**src/rtl/cpu_trace_pkg.sv**
```systemverilog
// Shared definitions for the commit trace capture block: flag positions,
// record layout and the controller state encoding.
package cpu_trace_pkg;

  // Bit positions inside the 2-bit flags field {memwrite, regwrite}.
  localparam int FLAG_REGWRITE = 0;
  localparam int FLAG_MEMWRITE = 1;

  localparam int FLAGS_W = 2;
  localparam int DATA_W  = 32;

  // Record layout, MSB to LSB: {stamp, flags, regdata, memdata}.
  localparam int MEMDATA_LSB = 0;
  localparam int REGDATA_LSB = DATA_W;
  localparam int FLAGS_LSB   = 2 * DATA_W;
  localparam int STAMP_LSB   = FLAGS_LSB + FLAGS_W;

  // Width of everything except the stamp.
  localparam int REC_FIXED_W = FLAGS_W + 2 * DATA_W;

  // Full record width for a given stamp width.
  function automatic int rec_width(input int stamp_w);
    return REC_FIXED_W + stamp_w;
  endfunction

  // IDLE: FIFO empty. ACTIVE: at least one record held, head is valid.
  typedef enum logic {
    ST_IDLE   = 1'b0,
    ST_ACTIVE = 1'b1
  } ctrl_state_e;

endpackage

```
**src/rtl/trace_fifo_mem.sv**
```systemverilog
// Record storage: DEPTH x WIDTH register array, one write port and one
// registered read port. A read of the address being written in the same
// cycle returns the new data, so an empty FIFO can present a fresh record
// one edge after it is written.
module trace_fifo_mem #(
  parameter int DEPTH = 16,
  parameter int WIDTH = 82,
  localparam int AW   = $clog2(DEPTH)
) (
  input  logic             clk,
  input  logic             rst_n,
  input  logic             we,
  input  logic [AW-1:0]    waddr,
  input  logic [WIDTH-1:0] wdata,
  input  logic [AW-1:0]    raddr,
  output logic [WIDTH-1:0] rdata
);

  logic [WIDTH-1:0] mem [DEPTH];

  // Write port.
  // NOTE: the array has no reset; occupancy lives in the controller, so
  // stale entries are never observed and the storage can map to plain flops/RAM.
  always_ff @(posedge clk) begin
    if (we) mem[waddr] <= wdata;
  end

  // Registered read port with write-through on an address match.
  always_ff @(posedge clk or negedge rst_n) begin
    if (!rst_n) begin
      rdata <= '0;
    end else if (we && (waddr == raddr)) begin
      rdata <= wdata;
    end else begin
      rdata <= mem[raddr];
    end
  end

endmodule

```
**src/rtl/wb_trace_fifo.sv**
```systemverilog
// Commit trace capture: records every cycle with a WB register write or a
// MEM store as a timestamped record, drains through a valid/ready port and
// keeps saturating commit/drop counters plus a sticky overflow flag.
module wb_trace_fifo
  import cpu_trace_pkg::*;
#(
  parameter int DEPTH   = 16,
  parameter int STAMP_W = 16,
  parameter int CNT_W   = 16
) (
  input  logic                       clk,
  input  logic                       rst_n,
  input  logic                       en,
  input  logic                       clr,
  input  logic                       wb_regwrite,
  input  logic [31:0]                wb_regdata,
  input  logic                       mem_memwrite,
  input  logic [31:0]                mem_memdata,
  output logic                       rd_valid,
  input  logic                       rd_ready,
  output logic [STAMP_W-1:0]         rd_stamp,
  output logic [1:0]                 rd_flags,
  output logic [31:0]                rd_regdata,
  output logic [31:0]                rd_memdata,
  output logic [$clog2(DEPTH):0]     level,
  output logic                       overflow,
  output logic [CNT_W-1:0]           commit_cnt,
  output logic [CNT_W-1:0]           drop_cnt
);

  localparam int PTR_W = $clog2(DEPTH);
  localparam int LVL_W = PTR_W + 1;
  localparam int REC_W = rec_width(STAMP_W);

  ctrl_state_e        state_q, state_d;
  logic [LVL_W-1:0]   level_q, level_d;
  logic [PTR_W-1:0]   rd_ptr_q, rd_ptr_d;
  logic [PTR_W-1:0]   wr_ptr_q, wr_ptr_d;
  logic [STAMP_W-1:0] stamp_q;

  logic               event_hit, pop, full, push, drop;
  logic [1:0]         flags;
  logic [REC_W-1:0]   wr_rec, head_rec;

  // Free-running cycle stamp; only the async reset touches it.
  always_ff @(posedge clk or negedge rst_n) begin
    if (!rst_n) stamp_q <= '0;
    else        stamp_q <= stamp_q + 1'b1;
  end

  // Event qualification and incoming record assembly.
  always_comb begin
    flags                = '0;
    flags[FLAG_REGWRITE] = wb_regwrite;
    flags[FLAG_MEMWRITE] = mem_memwrite;
    event_hit = en & (wb_regwrite | mem_memwrite);
    pop       = (state_q == ST_ACTIVE) & rd_ready;
    full      = (level_q == LVL_W'(DEPTH));
    // A pop frees a slot in the same cycle, so a full FIFO still accepts.
    push      = event_hit & (~full | pop) & ~clr;
    drop      = event_hit & full & ~pop & ~clr;
    wr_rec    = {stamp_q, flags,
                 wb_regwrite  ? wb_regdata  : 32'h0,
                 mem_memwrite ? mem_memdata : 32'h0};
  end

  // Next-state: occupancy, pointers and IDLE/ACTIVE control.
  // NOTE: every signal assigned here gets a default first so no path can
  // leave it unassigned and infer a latch.
  always_comb begin
    level_d  = level_q;
    rd_ptr_d = rd_ptr_q;
    wr_ptr_d = wr_ptr_q;
    state_d  = state_q;
    if (clr) begin
      level_d  = '0;
      rd_ptr_d = '0;
      wr_ptr_d = '0;
      state_d  = ST_IDLE;
    end else begin
      rd_ptr_d = rd_ptr_q + PTR_W'(pop);
      wr_ptr_d = wr_ptr_q + PTR_W'(push);
      case ({push, pop})
        2'b10:   level_d = level_q + 1'b1;
        2'b01:   level_d = level_q - 1'b1;
        default: level_d = level_q;
      endcase
      case (state_q)
        ST_IDLE:   if (push) state_d = ST_ACTIVE;
        ST_ACTIVE: if (pop && !push && (level_q == LVL_W'(1))) state_d = ST_IDLE;
        default:   state_d = ST_IDLE;
      endcase
    end
  end

  // Controller state register.
  // NOTE: sequential state uses non-blocking assignments so every flop
  // samples the pre-edge values regardless of block ordering.
  always_ff @(posedge clk or negedge rst_n) begin
    if (!rst_n) begin
      state_q  <= ST_IDLE;
      level_q  <= '0;
      rd_ptr_q <= '0;
      wr_ptr_q <= '0;
    end else begin
      state_q  <= state_d;
      level_q  <= level_d;
      rd_ptr_q <= rd_ptr_d;
      wr_ptr_q <= wr_ptr_d;
    end
  end

  // Saturating commit/drop counters and sticky overflow.
  always_ff @(posedge clk or negedge rst_n) begin
    if (!rst_n) begin
      commit_cnt <= '0;
      drop_cnt   <= '0;
      overflow   <= 1'b0;
    end else if (clr) begin
      commit_cnt <= '0;
      drop_cnt   <= '0;
      overflow   <= 1'b0;
    end else begin
      if (push && (commit_cnt != '1)) commit_cnt <= commit_cnt + 1'b1;
      if (drop) begin
        overflow <= 1'b1;
        if (drop_cnt != '1) drop_cnt <= drop_cnt + 1'b1;
      end
    end
  end

  // Storage reads the next head address so the head register is always current.
  trace_fifo_mem #(
    .DEPTH (DEPTH),
    .WIDTH (REC_W)
  ) u_mem (
    .clk   (clk),
    .rst_n (rst_n),
    .we    (push),
    .waddr (wr_ptr_q),
    .wdata (wr_rec),
    .raddr (rd_ptr_d),
    .rdata (head_rec)
  );

  // Output unpacking; fields read as zero whenever no record is held.
  always_comb begin
    rd_valid   = (state_q == ST_ACTIVE);
    level      = level_q;
    rd_stamp   = '0;
    rd_flags   = '0;
    rd_regdata = '0;
    rd_memdata = '0;
    if (rd_valid) begin
      rd_stamp   = head_rec[STAMP_LSB   +: STAMP_W];
      rd_flags   = head_rec[FLAGS_LSB   +: FLAGS_W];
      rd_regdata = head_rec[REGDATA_LSB +: DATA_W];
      rd_memdata = head_rec[MEMDATA_LSB +: DATA_W];
    end
  end

endmodule

```
**config.mk**
```make
export PLATFORM = sky130hd
export DESIGN_NAME = wb_trace_fifo
export DESIGN_NICKNAME = d
export VERILOG_FILES = /design/src/rtl/cpu_trace_pkg.sv /design/src/rtl/trace_fifo_mem.sv /design/src/rtl/wb_trace_fifo.sv
export SDC_FILE = /design/constraint.sdc
export NUM_CORES = 2
export LEC_CHECK = 0
export ABC_AREA = 1
export CELL_PAD_IN_SITES_DETAIL_PLACEMENT = 0
export CELL_PAD_IN_SITES_GLOBAL_PLACEMENT = 1
export CORE_ASPECT_RATIO = 1.5
export CORE_MARGIN = 2
export CORE_UTILIZATION = 30
export DETAILED_ROUTE_END_ITERATION = 8
export PLACE_DENSITY_LB_ADDON = 0.1
export SYNTH_ARGS = -nofsm -noshare
export SYNTH_HDL_FRONTEND = slang
export SYNTH_SLANG_ARGS = --single-unit
```
**constraint.sdc**
```tcl
create_clock -name clk -period 16.53 [get_ports clk]
set_clock_uncertainty 0.15 [all_clocks]
set_input_delay 3.306 -clock clk [delete_from_list [all_inputs] [get_ports clk]]
set_output_delay 3.306 -clock clk [all_outputs]
set_load 0.005 [all_outputs]
```
======== Word level (Yosys, flattened, before mapping) ========
Memory sizes are Yosys's and may differ from the RTL's. A register that Yosys moved wholly into a read port is not among the register bits.
Index checks and enable logic that the tools add are counted.
word-level totals
  register bits ........................... 63
  bits in latches ......................... 0
  RAM bits ................................ 1312
  bits in read-only memories .............. 0
  input port bits ......................... 71
  logic and storage cells ................. 67
  memories ................................ 1
operators by class
  add/sub/neg operators ................... 7
  multiply operators ...................... 0
  div/mod/pow operators ................... 0
  magnitude comparators ................... 0
  equality and inequality tests ........... 6
  shift operators ......................... 0
  muxes and demuxes ....................... 22
  bitwise operators ....................... 13
  reduce and logical (&&, ||, !) cells .... 10
memory list
  memory     words  bits a word  rd ports  clocked after Yosys merged registers in  write ports  line                  source
  u_mem.mem  16     82           1         1                                        1            trace_fifo_mem.sv:19  logic [WIDTH-1:0] mem [DEPTH];
operators with widths
  kind                                                                 count
  32-bit 2-to-1 mux                                                    4
  16-bit 2-to-1 mux                                                    6
  16-bit by 1-bit adder with 16-bit output (second input constant)     3
  16-bit inequality test (second input constant)                       2
  5-bit one-hot mux with 2 select lines                                1
  4-bit by 1-bit adder with 4-bit output                               2
  4-bit 2-to-1 mux                                                     2
  1-bit bitwise AND                                                    7
  1-bit 2-to-1 mux                                                     6
  2-bit nonzero test                                                   3
  5-bit by 1-bit adder with 5-bit output (second input constant)       1
  5-bit by 1-bit == test with 1-bit output (second input constant)     1
  5-bit == test (second input constant)                                1
  5-bit 2-to-1 mux                                                     1
  5-bit by 1-bit subtractor with 5-bit output (second input constant)  1
  1-bit inverter                                                       4
  1-bit logical AND                                                    3
  3-bit nonzero test                                                   1
  2-bit by 1-bit == test with 1-bit output (second input constant)     1
  2-bit == test (second input constant)                                1
  1-bit zero test                                                      2
  2-bit 2-to-1 mux                                                     1
  1-bit OR                                                             2
  1-bit one-hot mux with 2 select lines                                1
  2-bit AND reduction                                                  1

======== Longest topological paths before layout ========
  depth in word-level cells ............... 11
  gate-level depth with buffers ........... 15

======== Hierarchy ========
From an unflattened synthesis, not the netlist that was laid out.
second synthesis, totals
  cells, all modules ...................... 5474
  area total of the unflattened synthesis .. 60984.7 µm²
modules (own cells, without submodules)
  module          times used  cells an instance  area each (µm²)  sequential area each (µm²)
  trace_fifo_mem  1           4708               56211.4          41449.8
  wb_trace_fifo   1           766                4773.3           1576.5

======== Worst setup path before layout ========
Ideal clock, no wire load.
  path type ............................... in2reg
  start point ............................. in wb_regwrite
  end point ............................... mem u_mem.mem[0][0], enable pin
  arrival ................................. 7421 ps
  path slack .............................. 8436 ps
  stages .................................. 6
  path through ............................ buf_2 > o21a_1 > nand2_1 > nor2_4 > nand3_1 > nor2_1
on the way
  longest elaborated chain between the ends .. 6
ends and longest elaborated chain
  item                                    line                  source
  from (decl)                             wb_trace_fifo.sv:15   input logic wb_regwrite,
  1-bit OR                                wb_trace_fifo.sv:56   event_hit = en & (wb_regwrite | mem_memwrite);
  1-bit bitwise AND                       wb_trace_fifo.sv:56
  1-bit bitwise AND (2 in a row)          wb_trace_fifo.sv:60   push = event_hit & (~full | pop) & ~clr;
  1-bit 2-to-1 mux                        trace_fifo_mem.sv:25  if (we) mem[waddr] <= wdata;
  1-bit 2-to-1 mux (implied by the code)  trace_fifo_mem.sv:25
  to (decl)                               trace_fifo_mem.sv:19
Every way passes these cells.

======== Worst setup path after layout ========
  start point ............................. in rd_ready
  end point ............................... reg u_mem.rdata[44] (read register of u_mem.mem)
on the way
  longest elaborated chain between the ends .. 3
ends and longest elaborated chain
  item                                    line                  source
  from (decl)                             wb_trace_fifo.sv:20   input logic rd_ready,
  1-bit bitwise AND                       wb_trace_fifo.sv:57   pop = (state_q == ST_ACTIVE) & rd_ready;
  4-bit by 1-bit adder with 4-bit output  wb_trace_fifo.sv:81   rd_ptr_d = rd_ptr_q + PTR_W'(pop);
  4-bit 2-to-1 mux                        wb_trace_fifo.sv:75   if (clr) begin
  to (decl)                               trace_fifo_mem.sv:16  output logic [WIDTH-1:0] rdata
Every way passes these cells.
A chain may end at the register's enable or synchronous reset.

==> flow_metrics.tcl <==
set metrics [dict create \
    numCtsBuffers 165 \
    path_cells "clkdlybuf4s50_1 -> nand2_1 -> inv_1 -> ha_4 -> ha_1 -> nand2_8 -> buf_4 -> buf_4 -> buf_4 -> nor2_1 -> o21ai_0 -> nand3_1 -> nand3_1 -> nand2_1 -> nand2_1 -> nand2_1" \
    layout_common_cells "nand2_1 (1,666), inv_1 (1,411), nand3_1 (1,316)" \
    setup_violations 0 \
    min_period_over_period 0.477 \
    die_y_um 572 \
    hold_class "flop to flop" \
    via_per_inst 4.59 \
    io_pins 192 \
    dieArea_um2 219000 \
    crit_family "buffers and inverters" \
    clkTransAtPathRegs_ns 0.06 \
    maxSlewHeadroom 0.221 \
    drive_above_1_share 0.0536 \
    dp_hpwl_mm 106 \
    drtPass1Iterations 7 \
    path_max_fanout 77 \
    fin_crit_ns 7.88 \
    maxCapViolations 0 \
    final_common_cell "nand2_1" \
    grt.total_usage 0.197 \
    numPortBuffers 191 \
    cts_tree "yes" \
    crit_path_frequent_cell "nand2_1" \
    synth_area_leaders "edfxtp_1 (61%), nand3_1 (10%), nand2_1 (9.7%)" \
    ir_drop_mv 0.0667 \
    syn_nets 6619 \
    grt_overflow 0 \
    num_rows 208 \
    grt_max_degree 185 \
    place_congestion 0.747 \
    synth.cell_area_um2 64500 \
    wl_per_cell_um 22.6 \
    antenna_found_initial 8 \
    drcViolationCount 0 \
    synth_cells 6537 \
    drt_iter0_markers 2892 \
    clockRootBuffer "clkbuf_16" \
    arrival_ns 8.41 \
    critPathBufInv 5 \
    core_area_um2 214000 \
    cp-end-kind "flop" \
    p_per_area_nw_per_um2 112 \
    slew_violations 0 \
    synth_area_leader_cell "edfxtp_1" \
    leakage_nw 32.7 \
    timing_worst_setup_path_type "input port to flop" \
    grt_pass1_wl_mm 314 \
    regArea_um2 43000 \
    cts.htree.levels 4 \
    fin_ws_ns 8.65 \
    rsz0062_at_grt "false" \
    netlist.area_leader.share 0.611 \
    cp.required_ns 17.06 \
    fillerInstances 21700 \
    worst_slew_pin_slew_ns 1.17 \
    cts_setup_buffers 0 \
    max_stage_delay_ns 0.91 \
    startpoint_type "input port" \
    ant_nets 0 \
    yosysWarnings 0 \
    r2r_cells 15 \
    die_w_um 382 \
    synth_edf_count 1312 \
    clock_sinks 1457 \
    yosysUniqueCellTypes 32 \
    hold_buffers 0 \
    post_cts_resized 0 \
    final_hold_viol_count 0 \
    max_freq_ghz 0.127 \
    synth_ff_type "edfxtp_1" \
    synth-seq-cells 1457 \
    holdPathStages 2 \
    wl_mm 217 \
    slowest_stage "buf_4" \
    tns_ns 0 \
    nNetsFinal 6732 \
    path_depth 16 \
    multi_input_area_um2 14900 \
    clk_path_buf_depth 4 \
    clock_latency_ns 0.82 \
    num_vias 44100 \
    dp_slack_ns 7.79 \
    grt_pass1_vias 44100 \
    synth_seq_area_share 0.667 \
    async_reset_ff_frac 0.0995 \
    outcome "completed" \
    syn_avg_cell_area_um2 9.86 \
    areaGrowthSynthToFinish_pct 15.8 \
    initial_utilization 0.301 \
]
==> layout make-up <==
class / count / share of cell area
repair buffers: 281 / 0.0353
flip-flops and latches: 1457 / 0.576
inverters: 1416 / 0.0716
diodes: 1 / 0.0000335
multi-input cells: 3329 / 0.199
well taps: 2835 / 0.0475
clock inverters: 64 / 0.00850
clock buffers: 227 / 0.0618
==> metal layers <==
metal | GRT usage | share of wire | vias to the layer above
met1 | 0.257 | 0.44 | 21900
met3 | 0.0228 | 0.038 | 262
met4 | 0.0472 | 0.021 | 0
li1 | - | - | 21100
met5 | 0 | 0 | -
met2 | 0.348 | 0.50 | 862
==> logic make-up (layout without fill, tap and decap cells) <==
| family | after synthesis | in the layout | synth area share |
|---|---|---|---|
| simple gates | 3216 | 3216 | 0.215 |
| buf+inv | 1751 | 1988 | 0.105 |
| flops | 1457 | 1457 | 0.667 |
| compound gates | 68 | 68 | 0.00565 |
| xor+xnor | 34 | 34 | 0.00462 |
| fa+ha+maj | 11 | 11 | 0.00214 |
| other cells | 0 | 1 | 0 |
==> worst register-to-register path: stages, from the launching register on <==
cell and delay (ns):
dfrtp_4 0.74, nand2_1 0.20, inv_1 0.30, ha_4 0.20, ha_1 0.28, nand2_8 0.52
buf_4 0.94, buf_4 0.96, buf_4 0.67, nor2_1 0.11, o21ai_0 0.09, nand3_1 0.11
nand3_1 0.10, nand2_1 0.06, nand2_1 0.05, nand2_1 0.08
==> flip-flops by register name (all words and copies together), names as in the netlist, 4 cells and up <==
register	flops
rd_ptr_q	4
stamp_q	16
commit_cnt	16
u_mem.rdata	82
level	5
u_mem.mem	1312
drop_cnt	16
wr_ptr_q	4
==> final timing paths <==
check,from,end,slack [ns]
min in group asynchronous,rst_n,u_mem.rdata[13]$_DFF_PN0_,2.38
hold reg to reg,overflow$_DFFE_PN0P_,overflow$_DFFE_PN0P_,0.36
max in group asynchronous,rst_n,u_mem.rdata[35]$_DFF_PN0_,12.36
setup / recovery,rd_ready,u_mem.rdata[44]$_DFF_PN0_,8.65
setup reg to reg,rd_valid$_DFF_PN0_,u_mem.rdata[44]$_DFF_PN0_,10.79
hold / removal,overflow$_DFFE_PN0P_,overflow$_DFFE_PN0P_,0.36
==> power breakdown <==
part	switching (W)	leakage, nW	internal (W)
clock network	0.00152	2.57	0.00213
logic	0.000439	16.2	0.000181
registers	0.0000405	13.9	0.00405
==> metrics by stage <==
step / cells / hold slack [ns] / util / instance area, um2 / total power (W)
floorplan: 6537 / 0.340 / - / 64500 / 0.00451
global placement: 9318 / 0.336 / 0.324 / 69400 / 0.00481
detailed placement: 9318 / 0.342 / 0.324 / 69400 / 0.00481
CTS: 9609 / 0.356 / 0.349 / 74700 / 0.00850
global route: 9610 / 0.405 / 0.349 / 74700 / 0.00868
finish: 9610 / 0.357 / 0.349 / 74700 / 0.00837
==> cells in the mapped netlist, types with 2 or more instances <==
cell type     n
nand4_1      30
nand2_1    1667
inv_2         3
ha_1         11
buf_4        10
inv_1      1413
nand3_1    1317
clkbuf_1    142
o22ai_1       3
nor2_1      185
a21oi_1       4
o31ai_1       2
dfrtp_1     145
nor3_1       10
o21ai_0      54
buf_2       150
edfxtp_1   1312
xnor2_1      13
buf_1        33
xor2_1       21
Note: power is estimated with default switching activity, not from simulation.
